### config.mk
export PLATFORM = sky130hd
export DESIGN_NAME = matrix_vector_engine
export DESIGN_NICKNAME = d
export VERILOG_FILES = /design/src/rtl/matrix_vector_engine.sv
export SDC_FILE = /design/constraint.sdc
export NUM_CORES = 2
export LEC_CHECK = 0
export ABC_CLOCK_PERIOD_IN_PS = 30000
export BUFFER_PORTS_ARGS = -buffer_cell sky130_fd_sc_hd__clkbuf_2
export CAP_MARGIN = 20
export CORE_ASPECT_RATIO = 0.8
export CORE_MARGIN = 2
export CORE_UTILIZATION = 40
export CTS_BUF_LIST = sky130_fd_sc_hd__clkbuf_16
export CTS_CLUSTER_SIZE = 12
export DETAILED_ROUTE_END_ITERATION = 10
export GPL_TIMING_DRIVEN = 1
export PLACE_DENSITY = 0.55
export SLEW_MARGIN = 15
export SYNTH_ARGS = -nofsm -noshare
export SYNTH_HDL_FRONTEND = slang
export SYNTH_SLANG_ARGS = --single-unit
### constraint.sdc
create_clock -name clk -period 30 [get_ports clk]
set_input_delay 6 -clock clk [delete_from_list [all_inputs] [get_ports clk]]
set_output_delay 6 -clock clk [all_outputs]
set_load 0.01 [all_outputs]
### src/rtl/matrix_vector_engine.sv
// Fixed-point matrix-vector engine: loads a DIM x DIM matrix once per job, then
// streams input vectors through a one-MAC-per-cycle datapath with saturated write-back.
module matrix_vector_engine #(
  parameter int WIDTH = 32,
  parameter int DIM   = 4,
  parameter int FRAC  = 16,
  parameter int CNT_W = 14
) (
  input  logic             clk,
  input  logic             rst_n,
  input  logic             start,
  input  logic             transpose,
  input  logic [CNT_W-1:0] workItemCount,
  input  logic [WIDTH-1:0] matrixInAddr,
  input  logic [WIDTH-1:0] dataInAddr,
  input  logic [WIDTH-1:0] dataOutAddr,
  output logic             readEn,
  output logic [WIDTH-1:0] readAddr,
  input  logic             readValid,
  input  logic [WIDTH-1:0] dataIn,
  output logic             writeEn,
  output logic [WIDTH-1:0] writeAddr,
  output logic [WIDTH-1:0] writeData,
  input  logic             writeReady,
  output logic             busy,
  output logic             done
);

  localparam int BPW  = WIDTH / 8;
  localparam int NM   = DIM * DIM;
  localparam int MIW  = $clog2(NM);
  localparam int RCW  = $clog2(DIM);
  localparam int PW   = 2 * WIDTH;
  localparam int AW   = PW + RCW;

  typedef enum logic [2:0] {
    IDLE, LOAD_MAT, LOAD_VEC, MAC, WRITE, DONE
  } state_t;

  state_t             state_q, state_d;
  logic [WIDTH-1:0]   mat_base_q, mat_base_d;
  logic [WIDTH-1:0]   in_base_q, in_base_d;
  logic [WIDTH-1:0]   out_base_q, out_base_d;
  logic [CNT_W-1:0]   count_q, count_d;
  logic [CNT_W-1:0]   item_q, item_d;
  logic               transpose_q, transpose_d;
  logic [MIW-1:0]     idx_q, idx_d;
  logic [RCW-1:0]     row_q, row_d;
  logic [RCW-1:0]     col_q, col_d;
  logic [AW-1:0]      acc_q, acc_d;

  logic [WIDTH-1:0]   mat_q [NM];
  logic [WIDTH-1:0]   vec_q [DIM];

  logic [WIDTH-1:0]   mat_addr, vec_addr, out_addr;
  logic [MIW-1:0]     midx;
  logic [WIDTH-1:0]   a_s, b_s;
  logic signed [PW-1:0] prod, prod_sh;
  logic [AW-1:0]      term;
  logic [AW-WIDTH:0]  acc_top;
  logic [WIDTH-1:0]   sat;

  always_comb begin
    mat_addr = mat_base_q + WIDTH'(idx_q) * WIDTH'(BPW);
    vec_addr = in_base_q + (WIDTH'(item_q) * WIDTH'(DIM) + WIDTH'(idx_q)) * WIDTH'(BPW);
    out_addr = out_base_q + (WIDTH'(item_q) * WIDTH'(DIM) + WIDTH'(row_q)) * WIDTH'(BPW);
  end

  // Transpose only swaps the matrix index; the vector is always walked by column.
  always_comb begin
    midx = transpose_q ? MIW'(int'(col_q) * DIM + int'(row_q))
                       : MIW'(int'(row_q) * DIM + int'(col_q));
    a_s     = mat_q[midx];
    b_s     = vec_q[col_q];
    prod    = {{WIDTH{a_s[WIDTH-1]}}, a_s} * {{WIDTH{b_s[WIDTH-1]}}, b_s};
    prod_sh = prod >>> FRAC;
    term    = {{RCW{prod_sh[PW-1]}}, prod_sh};
  end

  always_comb begin
    acc_top = acc_q[AW-1:WIDTH-1];
    if ((&acc_top) || !(|acc_top)) begin
      sat = acc_q[WIDTH-1:0];
    end else if (acc_q[AW-1]) begin
      sat = {1'b1, {(WIDTH-1){1'b0}}};
    end else begin
      sat = {1'b0, {(WIDTH-1){1'b1}}};
    end
  end

  always_comb begin
    state_d     = state_q;
    mat_base_d  = mat_base_q;
    in_base_d   = in_base_q;
    out_base_d  = out_base_q;
    count_d     = count_q;
    item_d      = item_q;
    transpose_d = transpose_q;
    idx_d       = idx_q;
    row_d       = row_q;
    col_d       = col_q;
    acc_d       = acc_q;
    readEn      = 1'b0;
    readAddr    = '0;
    writeEn     = 1'b0;
    writeAddr   = '0;
    writeData   = '0;
    busy        = (state_q != IDLE);
    done        = (state_q == DONE);

    unique case (state_q)
      IDLE: begin
        if (start) begin
          mat_base_d  = matrixInAddr;
          in_base_d   = dataInAddr;
          out_base_d  = dataOutAddr;
          count_d     = workItemCount;
          transpose_d = transpose;
          item_d      = '0;
          idx_d       = '0;
          row_d       = '0;
          col_d       = '0;
          acc_d       = '0;
          state_d     = (workItemCount == '0) ? DONE : LOAD_MAT;
        end
      end
      LOAD_MAT: begin
        readEn   = 1'b1;
        readAddr = mat_addr;
        if (readValid) begin
          if (idx_q == MIW'(NM - 1)) begin
            idx_d   = '0;
            state_d = LOAD_VEC;
          end else begin
            idx_d = idx_q + 1'b1;
          end
        end
      end
      LOAD_VEC: begin
        readEn   = 1'b1;
        readAddr = vec_addr;
        if (readValid) begin
          if (idx_q == MIW'(DIM - 1)) begin
            idx_d   = '0;
            row_d   = '0;
            col_d   = '0;
            state_d = MAC;
          end else begin
            idx_d = idx_q + 1'b1;
          end
        end
      end
      MAC: begin
        // First column of a row restarts the sum instead of adding to it.
        acc_d = (col_q == '0) ? term : acc_q + term;
        if (col_q == RCW'(DIM - 1)) begin
          col_d   = '0;
          state_d = WRITE;
        end else begin
          col_d = col_q + 1'b1;
        end
      end
      WRITE: begin
        writeEn   = 1'b1;
        writeAddr = out_addr;
        writeData = sat;
        if (writeReady) begin
          if (row_q == RCW'(DIM - 1)) begin
            row_d = '0;
            if (item_q == count_q - CNT_W'(1)) begin
              state_d = DONE;
            end else begin
              item_d  = item_q + 1'b1;
              state_d = LOAD_VEC;
            end
          end else begin
            row_d   = row_q + 1'b1;
            state_d = MAC;
          end
        end
      end
      DONE: begin
        state_d = IDLE;
      end
      default: state_d = IDLE;
    endcase
  end

  always_ff @(posedge clk or negedge rst_n) begin
    if (!rst_n) begin
      state_q     <= IDLE;
      mat_base_q  <= '0;
      in_base_q   <= '0;
      out_base_q  <= '0;
      count_q     <= '0;
      item_q      <= '0;
      transpose_q <= 1'b0;
      idx_q       <= '0;
      row_q       <= '0;
      col_q       <= '0;
      acc_q       <= '0;
    end else begin
      state_q     <= state_d;
      mat_base_q  <= mat_base_d;
      in_base_q   <= in_base_d;
      out_base_q  <= out_base_d;
      count_q     <= count_d;
      item_q      <= item_d;
      transpose_q <= transpose_d;
      idx_q       <= idx_d;
      row_q       <= row_d;
      col_q       <= col_d;
      acc_q       <= acc_d;
    end
  end

  // Operand storage carries no reset; it is always fully reloaded before use.
  always_ff @(posedge clk) begin
    if (state_q == LOAD_MAT && readValid) begin
      mat_q[idx_q] <= dataIn;
    end
    if (state_q == LOAD_VEC && readValid) begin
      vec_q[RCW'(idx_q)] <= dataIn;
    end
  end

endmodule

==> results by group <==
Outcome
  • Status: completed

Critical path
  • CP required: 30640 ps
  • CP Class: reg2reg
  • CP Launch Point: transpose_q
  • Max incr delay on CP: 890 ps
  • Critical-path top delay cell: fa_1
  • Arr. time, crit path: 15550 ps
  • Startpoint types: flop
  • Crit. End Element: flop
  • Top cell by count, worst path: fa_1
  • RR Startpoint: transpose_q
  • Crit Path Max Fanout: 132

Clock network
  • CTS HTree Levels: 3
  • CTS buffer count: 93
  • Clock transition at the registers of the reported paths: 60 ps
  • Post-CTS Setup Inserts: 0
  • Cts hold-fix bufs: 0
  • CTS sink cnt: 842
  • CTS root buffer: clkbuf_16
  • CTS Buffer Depth: 3
  • CTS tree: done
  • Worst skew pair latency: 750 ps
  • Post-cts resize count: 0

Place
  • Port Buf Inserts: 247
  • Placer Congestion: 0.918
  • DP HPWL: 171000 microns
  • Worst slack, placed: 15270 ps
  • Post-DP Area: 0.0792 sq mm

Layout
  • Design Area, Final: 0.0821 sq mm
  • Nets: 8506
  • Synth-to-layout area growth: 9.77%
  • Layout cells sized above 1: 11.0%
  • Most common cell after layout, fill and taps aside: fa_1
  • Most frequent cells in the layout: 1086 x fa_1, 1018 x inv_1, 1002 x nand2_1

Detailed routing
  • DRT iter0 DRCs: 4987
  • Final WL: 235000 microns
  • Post-DR vias/cell: 5.48
  • Wire per inst: 24.9 microns
  • DRT Pass-1 Iters: 5
  • Total vias in the final route: 51900
  • Routed Antenna Nets: 0
  • DRC Markers: 0

GRT
  • Global Route Usage Sum: 25.0%
  • Total congestion overflow: 0
  • Vias in the first global route: 53700
  • Initial antenna violation count: 12
  • First-pass GRT wire length: 353000 microns
  • Largest net degree at the start of global routing: 133

STA
  • Fmax: 0.0671 GHz
  • Slew Limit Fails: 0
  • Hold slack: 467 ps
  • Slew HR: 26.0%
  • Final Hold Viols: 0
  • Setup ws final: 15090 ps
  • Setup tns final: 0 ps
  • Worst-Margin Slew: 1100 ps
  • Max Clock Skew: 62.7 ps
  • Period utilisation layout: 49.7%
  • RSZ-0062 raised after global routing: no
  • Tmin final: 14910 ps
  • Final Setup Violations: 0

Synth
  • Largest family of logic cells by synthesized area: adder cells
  • Syn nets: 8359
  • Synth area leader: fa_1
  • Async SR Flop Fraction: 24.0%
  • Yosys warns: 0
  • Post-synthesis sequential area ratio: 32.4%
  • Post-synthesis register bit count: 842
  • Post-synth EDFFs: 640
  • Netlist cell types: 95
  • Synth Area in Compound Gates: 6.29%
  • Post-Synth Simple-Gate Area: 11.4%
  • Multiplexer share of the synthesized area: 6.50%
  • Synthesized area: 0.0748 sq mm
  • Synth Area per Inst: 11.0 sq um
  • Synth Flop Type: edfxtp_1
  • Area share of the largest cell type after synthesis: 29.1%
  • Synth top area cells: fa_1 29%, edfxtp_1 26%, dfrtp_1 6.8%
  • Xor/xnor share of the synthesized area: 2.69%
  • Cells after Synth: 6830
  • Adder-cell share of the synthesized area: 34.0%

Die
  • IO Pins: 248
  • Starting Density: 40.4%
  • Num rows: 141
  • Core region area: 0.185 sq mm
  • Chip height: 391 microns
  • Die W: 488 microns
  • Die area: 0.191 sq mm

Job
  • Max_cap viols: 0

Hold path
  • HP Class: reg2reg
  • Min-delay src: out_base_q[1]
-- critical path, delay by kind of cell, from the launching register on --
kind	cells	cell delay, ps
fa+ha+maj	10	5840
buf+inv	8	2270
mux	4	1400
flops	1	790
xor+xnor	3	760
simple gates	4	520
compound gates	13	3080
-- cell families (layout without fill, tap and decap cells) --
logic type,after synthesis,in the layout
AO/OA/AOI/OAI,718,718
XOR/XNOR,230,230
adder cells (fa/ha/maj),1381,1381
buffers and inverters,1313,1517
flip-flops,842,842
multiplexers,309,309
other,0,5
AND/OR/NAND/NOR,2037,2037
-- sequential cells by signal (all words and copies together) (netlist names), 2 cells and up --
signal	count
item_q	14
in_base_q	32
idx_q	4
vec_q	128
col_q	2
count_q	14
out_base_q	32
mat_base_q	32
acc_q	66
row_q	2
mat_q	512
state_q	3
-- per-stage QoR --
stage               utilization, %  std cells
finish                        44.3       9470
global route                  44.3       9466
CTS                           44.3       9465
detailed placement            42.8       9313
global placement              42.8       9313
floorplan                        -       6830
-- worst paths after layout --
| path | to | slack [ps] | cells after the start |
|---|---|---|---|
| max in group asynchronous | col_q[1] | 22360 | 3 |
| max reg2reg | acc_q[65] | 15090 | 42 |
| min in group asynchronous | acc_q[16] | 5250 | 1 |
| min reg2reg | out_base_q[1] | 470 | 2 |
| max | acc_q[65] | 15090 | 42 |
| min | out_base_q[1] | 470 | 2 |
-- cells in the mapped netlist (all sizes together) (135+ instances only) --
cell	instances
a21oi	178
clkbuf	254
dfrtp	202
edfxtp	640
fa	1086
ha	295
inv	1000
mux4	135
nand2	1003
nor2	648
o21ai	160
xnor2	138
-- layout make-up --
type                            instances  area (sq um)
Fill cell                           17400        103000
Sequential cell                       842         24300
Timing Repair Buffer                  359          2100
Inverter                             1006          3780
Tap cell                             2431          3040
Multi-Input combinational cell       4675         46000
Clock inverter                         59           586
Clock buffer                           93          2330
Antenna cell                            5          12.5
-- per-layer routing --
| metal | up-vias | share of wire [%] | routed length (microns) | GRT usage, % |
|---|---|---|---|---|
| li1 | 22500 | - | - | - |
| met1 | 26800 | 45 | 106000 | 36.9 |
| met2 | 2223 | 42 | 98600 | 36.4 |
| met3 | 302 | 11 | 25100 | 7.11 |
| met4 | 8 | 2.4 | 5570 | 5.69 |
| met5 | - | 0.020 | 46 | 0 |
Power is not shown: default switching activity piles up to over one toggle a cycle in this logic, so the estimate is an artifact.
